==> config.mk <==
export PLATFORM = sky130hd
export DESIGN_NAME = sprite_frame_buffer
export DESIGN_NICKNAME = d
export VERILOG_FILES = /design/src/rtl/sprite_frame_buffer.sv
export SDC_FILE = /design/constraint.sdc
export NUM_CORES = 1
export LEC_CHECK = 0
export CORE_MARGIN = 2
export CORE_UTILIZATION = 54
export DETAILED_ROUTE_END_ITERATION = 10
export GPL_TIMING_DRIVEN = 0
export PLACE_DENSITY = 0.89
export SYNTH_ARGS = -nofsm -noshare
export SYNTH_HDL_FRONTEND = slang
export SYNTH_SLANG_ARGS = --single-unit
==> constraint.sdc <==
create_clock -name clock_162 -period 3.4 [get_ports clock_162]
set_input_delay 0.68 -clock clock_162 [delete_from_list [all_inputs] [get_ports clock_162]]
set_output_delay 0.68 -clock clock_162 [all_outputs]
set_load 0.01 [all_outputs]
==> src/rtl/sprite_frame_buffer.sv <==
// Double-buffered sprite position store: physics writes a shadow batch, frame_start commits it.
// Optional macro SPRITE_FRAME_STALE_CNT_EN builds the stale_frames counter.
module sprite_frame_buffer #(
    parameter int SPRITES = 4,
    parameter int IDX_W   = 2,
    parameter int MAX_ROW = 1199,
    parameter int MAX_COL = 1599
) (
    input  logic                      clock_162,
    input  logic                      rst,
    input  logic                      frame_start,
    input  logic                      wr_valid,
    output logic                      wr_ready,
    input  logic [IDX_W-1:0]          wr_index,
    input  logic [10:0]               wr_row,
    input  logic [11:0]               wr_col,
    input  logic                      wr_last,
    output logic [SPRITES-1:0][10:0]  sprite_row,
    output logic [SPRITES-1:0][11:0]  sprite_col,
    output logic                      commit_pulse,
    output logic [15:0]               frame_count,
    output logic                      idx_err,
    output logic [15:0]               stale_frames
);

    typedef enum logic [1:0] {IDLE, PENDING, COMMIT} state_t;

    localparam logic [10:0] ROW_LIM = 11'(MAX_ROW);
    localparam logic [11:0] COL_LIM = 12'(MAX_COL);

    state_t state;
    state_t state_next;

    logic                     accept;
    logic                     idx_ok;
    logic                     close_batch;
    logic                     do_commit;
    logic [10:0]              row_clamped;
    logic [11:0]              col_clamped;
    logic [SPRITES-1:0][10:0] shadow_row;
    logic [SPRITES-1:0][11:0] shadow_col;

    assign accept      = wr_valid && wr_ready;
    assign idx_ok      = 32'(wr_index) < SPRITES;
    assign close_batch = accept && wr_last;
    assign do_commit   = (state == PENDING) && frame_start;
    assign row_clamped = (wr_row > ROW_LIM) ? ROW_LIM : wr_row;
    assign col_clamped = (wr_col > COL_LIM) ? COL_LIM : wr_col;

    always_ff @(posedge clock_162) begin
        if (rst) begin
            state <= IDLE;
        end else begin
            state <= state_next;
        end
    end

    always_comb begin
        state_next   = state;
        wr_ready     = 1'b0;
        commit_pulse = 1'b0;
        case (state)
            IDLE: begin
                wr_ready = 1'b1;
                if (close_batch) begin
                    state_next = PENDING;
                end
            end
            PENDING: begin
                if (frame_start) begin
                    state_next = COMMIT;
                end
            end
            COMMIT: begin
                commit_pulse = 1'b1;
                state_next   = IDLE;
            end
            default: state_next = IDLE;
        endcase
    end

    // Out-of-range indices finish the handshake but only raise idx_err.
    always_ff @(posedge clock_162) begin
        if (rst) begin
            shadow_row  <= '0;
            shadow_col  <= '0;
            sprite_row  <= '0;
            sprite_col  <= '0;
            frame_count <= '0;
            idx_err     <= 1'b0;
        end else begin
            for (int i = 0; i < SPRITES; i++) begin
                if (accept && idx_ok && (32'(wr_index) == i)) begin
                    shadow_row[i] <= row_clamped;
                    shadow_col[i] <= col_clamped;
                end
            end
            if (accept && !idx_ok) begin
                idx_err <= 1'b1;
            end
            if (do_commit) begin
                sprite_row  <= shadow_row;
                sprite_col  <= shadow_col;
                frame_count <= frame_count + 16'd1;
            end
        end
    end

`ifdef SPRITE_FRAME_STALE_CNT_EN
    // A frame_start that also closes the batch is not a stale frame.
    always_ff @(posedge clock_162) begin
        if (rst) begin
            stale_frames <= '0;
        end else if ((state == IDLE) && frame_start && !close_batch
                     && (stale_frames != 16'hFFFF)) begin
            stale_frames <= stale_frames + 16'd1;
        end
    end
`else
    assign stale_frames = '0;
`endif

endmodule

==> results.cfg <==
[run_status]
status = finished clean

[synthesis]
synth_top_family_by_area = simple AND/OR/NAND/NOR gates
synth_fa_ha_area_share_pct = 0.1695
syn_avg_cell_area_sq_um = 8.193
netlist_area_sq_um = 7382
synth_edf_count = 0
synthArstFlopShare_pct = 0
synthFlopType = dfxtp_1
synth_xor_area_share_pct = 1.305
muxShareOfSynthArea_pct = 0.3051
ys_seq_elements = 202
yosysUniqueCellTypes = 38
synth_seq_area_share_pct = 54.78
yosys.area_share.simple_pct = 24.69
synth_compound_area_share_pct = 13.10
syn_inst = 901
yosysWarnings = 0

[critical_path]
r2r-end = shadow_col[5]
path_class = input port to flip-flop
worst_setup_path_start_kind = input port
r2r_setup_slack_ns = 1.31
end_kind = flip-flop
timing.rr.start = state[1]
crit_required_ns = 3.75
path_max_fanout = 10
worstPathArrival_ns = 2.85
ff2ff_path_depth = 5

[cells_and_area]
area_growth_pct = 32.80
instances_no_fill = 1264
final_common_cell = nand2_1
diodes = 0
nets = 1108
layout-drive-gt1-share_pct = 6.801
final_cell_mix = nand2_1, dfxtp_1, clkdlybuf4s50_1

[worst_hold_path]
hold_end = sprite_col[25]
hp-start = shadow_col[25]
whs_path_depth = 2
hp-class = flip-flop to flip-flop

[clocking]
path_clk_slew_ns = 0.06
h-tree-depth = 1
cts_tree = built
numCtsBuffers = 20
clock_latency_ns = 0.49
numClockSinks = 202
root_buffer = clkbuf_16
postCtsSetupRepairBufs = 0
cts_resized = 0
hold_buffers = 0
clk_path_buf_depth = 3

[timing]
tightest_slew_ns = 0.7475
min_period_ns = 2.506
slew_viol_final = 0
setup_slack_ns = 0.8943
maxSlewHeadroom_pct = 49.46
period_share_pct = 73.70
setup_viol = 0
fmax_ghz = 0.3991
finalClockSkew_ns = 0.01306
rsz0062_at_grt = false
fin_tns_setup_ns = 0
hold_viol_final = 0

[route]
wl_microns = 21070
final_antenna_net_count = 0
vias = 7044
wire_per_inst_microns = 16.67
drc_errors = 0
routed_via_density = 5.573
dr.first_iter.drc_count = 513
dr.pass1.iters = 5

[global_routing]
track_usage_pct = 28.44
grt_antenna_before_repair = 0
gr-total-overflow = 0
grt_pass1_vias = 6684
grt_pass1_wl_microns = 33170
grt_max_degree = 16

[placement]
portBuffers = 138
post-place-ws_ns = 0.5277
hpwl_microns = 14640
gp_congestion = 0.9061
dp_cells = 1231

[power_and_ir_drop]
p_per_area_nw_per_um2 = 541.7
power_leakage_nw = 3.361
irDropWorstVdd_mv = 0.3057

[floorplan]
die_h_microns = 120.9
core-area_sq_um = 13300
ios = 157
die_area_sq_um = 14620
die_x_microns = 120.9
initial_core_util_pct = 55.52
fp-row-count = 42

[run]
cap_violations = 0
==> per-layer routing <==
layer  wire length (microns)  GRT usage [%]
met2                   10180          48.67
met1                    8276          35.46
met5                       0              0
met3                    1841          4.793
met4                     771          11.85
==> sequential cells by signal (all words and copies together) (netlist names) <==
signal and cells:
state 2, shadow_col 48, sprite_col 48, shadow_row 44
sprite_row 44, frame_count 16
==> layout make-up <==
class                   instances  area, sq um
fillers                       945         3492
clock inverters                 7        185.2
multi-input cells             632         2985
repair buffers                138         1381
well taps                     176        220.2
clock buffers                  26        574.3
plain buffers                  83        412.9
flip-flops and latches        202         4044
==> through the flow <==
step	hold WS (ns)	total power [mW]	utilization (%)	instance area [sq um]
floorplan	0.4271	2.680	-	7442
global placement	0.4366	2.805	68.02	9044
detailed placement	0.4442	2.812	68.02	9044
CTS	0.4519	5.301	73.73	9803
global route	0.4658	5.435	73.73	9803
finish	0.4462	5.310	73.73	9803
==> worst max path at each step <==
stage | start | to | cells past startpoint
3_5_place_dp | wr_valid | shadow_col[5] | 6
5_1_grt | wr_valid | shadow_col[5] | 6
4_1_cts | state[1] | wr_ready | 2
3_3_place_gp | wr_valid | shadow_col[5] | 6
6_report | wr_valid | shadow_col[5] | 6
2_1_floorplan | wr_index[0] | shadow_col[5] | 5
==> where the power goes <==
group / internal (mW) / switching (mW) / leakage (nW)
sequential: 2.42 / 0.0308 / 1.63
clock: 1.64 / 0.898 / 0.371
combinational: 0.117 / 0.209 / 1.35
total: 4.17 / 1.14 / 3.36
==> cell usage after synthesis (2+ instances only) <==
library cell / instances / area (sq um)
xnor2_1: 8 / 70.07
and2_1: 5 / 31.28
nor4_1: 2 / 12.51
nand2_1: 250 / 938.4
nor2b_1: 7 / 43.79
and3_1: 2 / 12.51
nand3b_1: 6 / 45.04
nand2b_1: 2 / 12.51
a211oi_1: 32 / 240.2
buf_1: 3 / 11.26
clkbuf_1: 39 / 146.4
nand3_1: 7 / 35.03
o21ai_0: 7 / 35.03
and4_1: 2 / 17.52
o31ai_1: 3 / 22.52
nor3_1: 52 / 260.3
mux2_2: 2 / 22.52
nor2_1: 76 / 285.3
buf_4: 20 / 150.1
nor3b_1: 4 / 30.03
buf_2: 21 / 105.1
dfxtp_1: 202 / 4044
nand4_1: 5 / 31.28
and4b_1: 2 / 20.02
a21oi_1: 127 / 635.6
xor2_1: 3 / 26.28
==> critical path, stage by stage <==
cell	delay, ns
clkdlybuf4s50_1	0.64
nor4b_1	0.66
nand2b_1	0.27
buf_2	0.29
nor3_1	0.23
nor3_1	0.08
==> cells by family after synthesis <==
kind of cell | Yosys count
simple gates | 428
flops | 202
compound gates | 173
buf+inv | 83
xor+xnor | 11
mux | 2
fa+ha+maj | 1
other cells | 1
No activity file was read; power rests on OpenSTA's default activity.
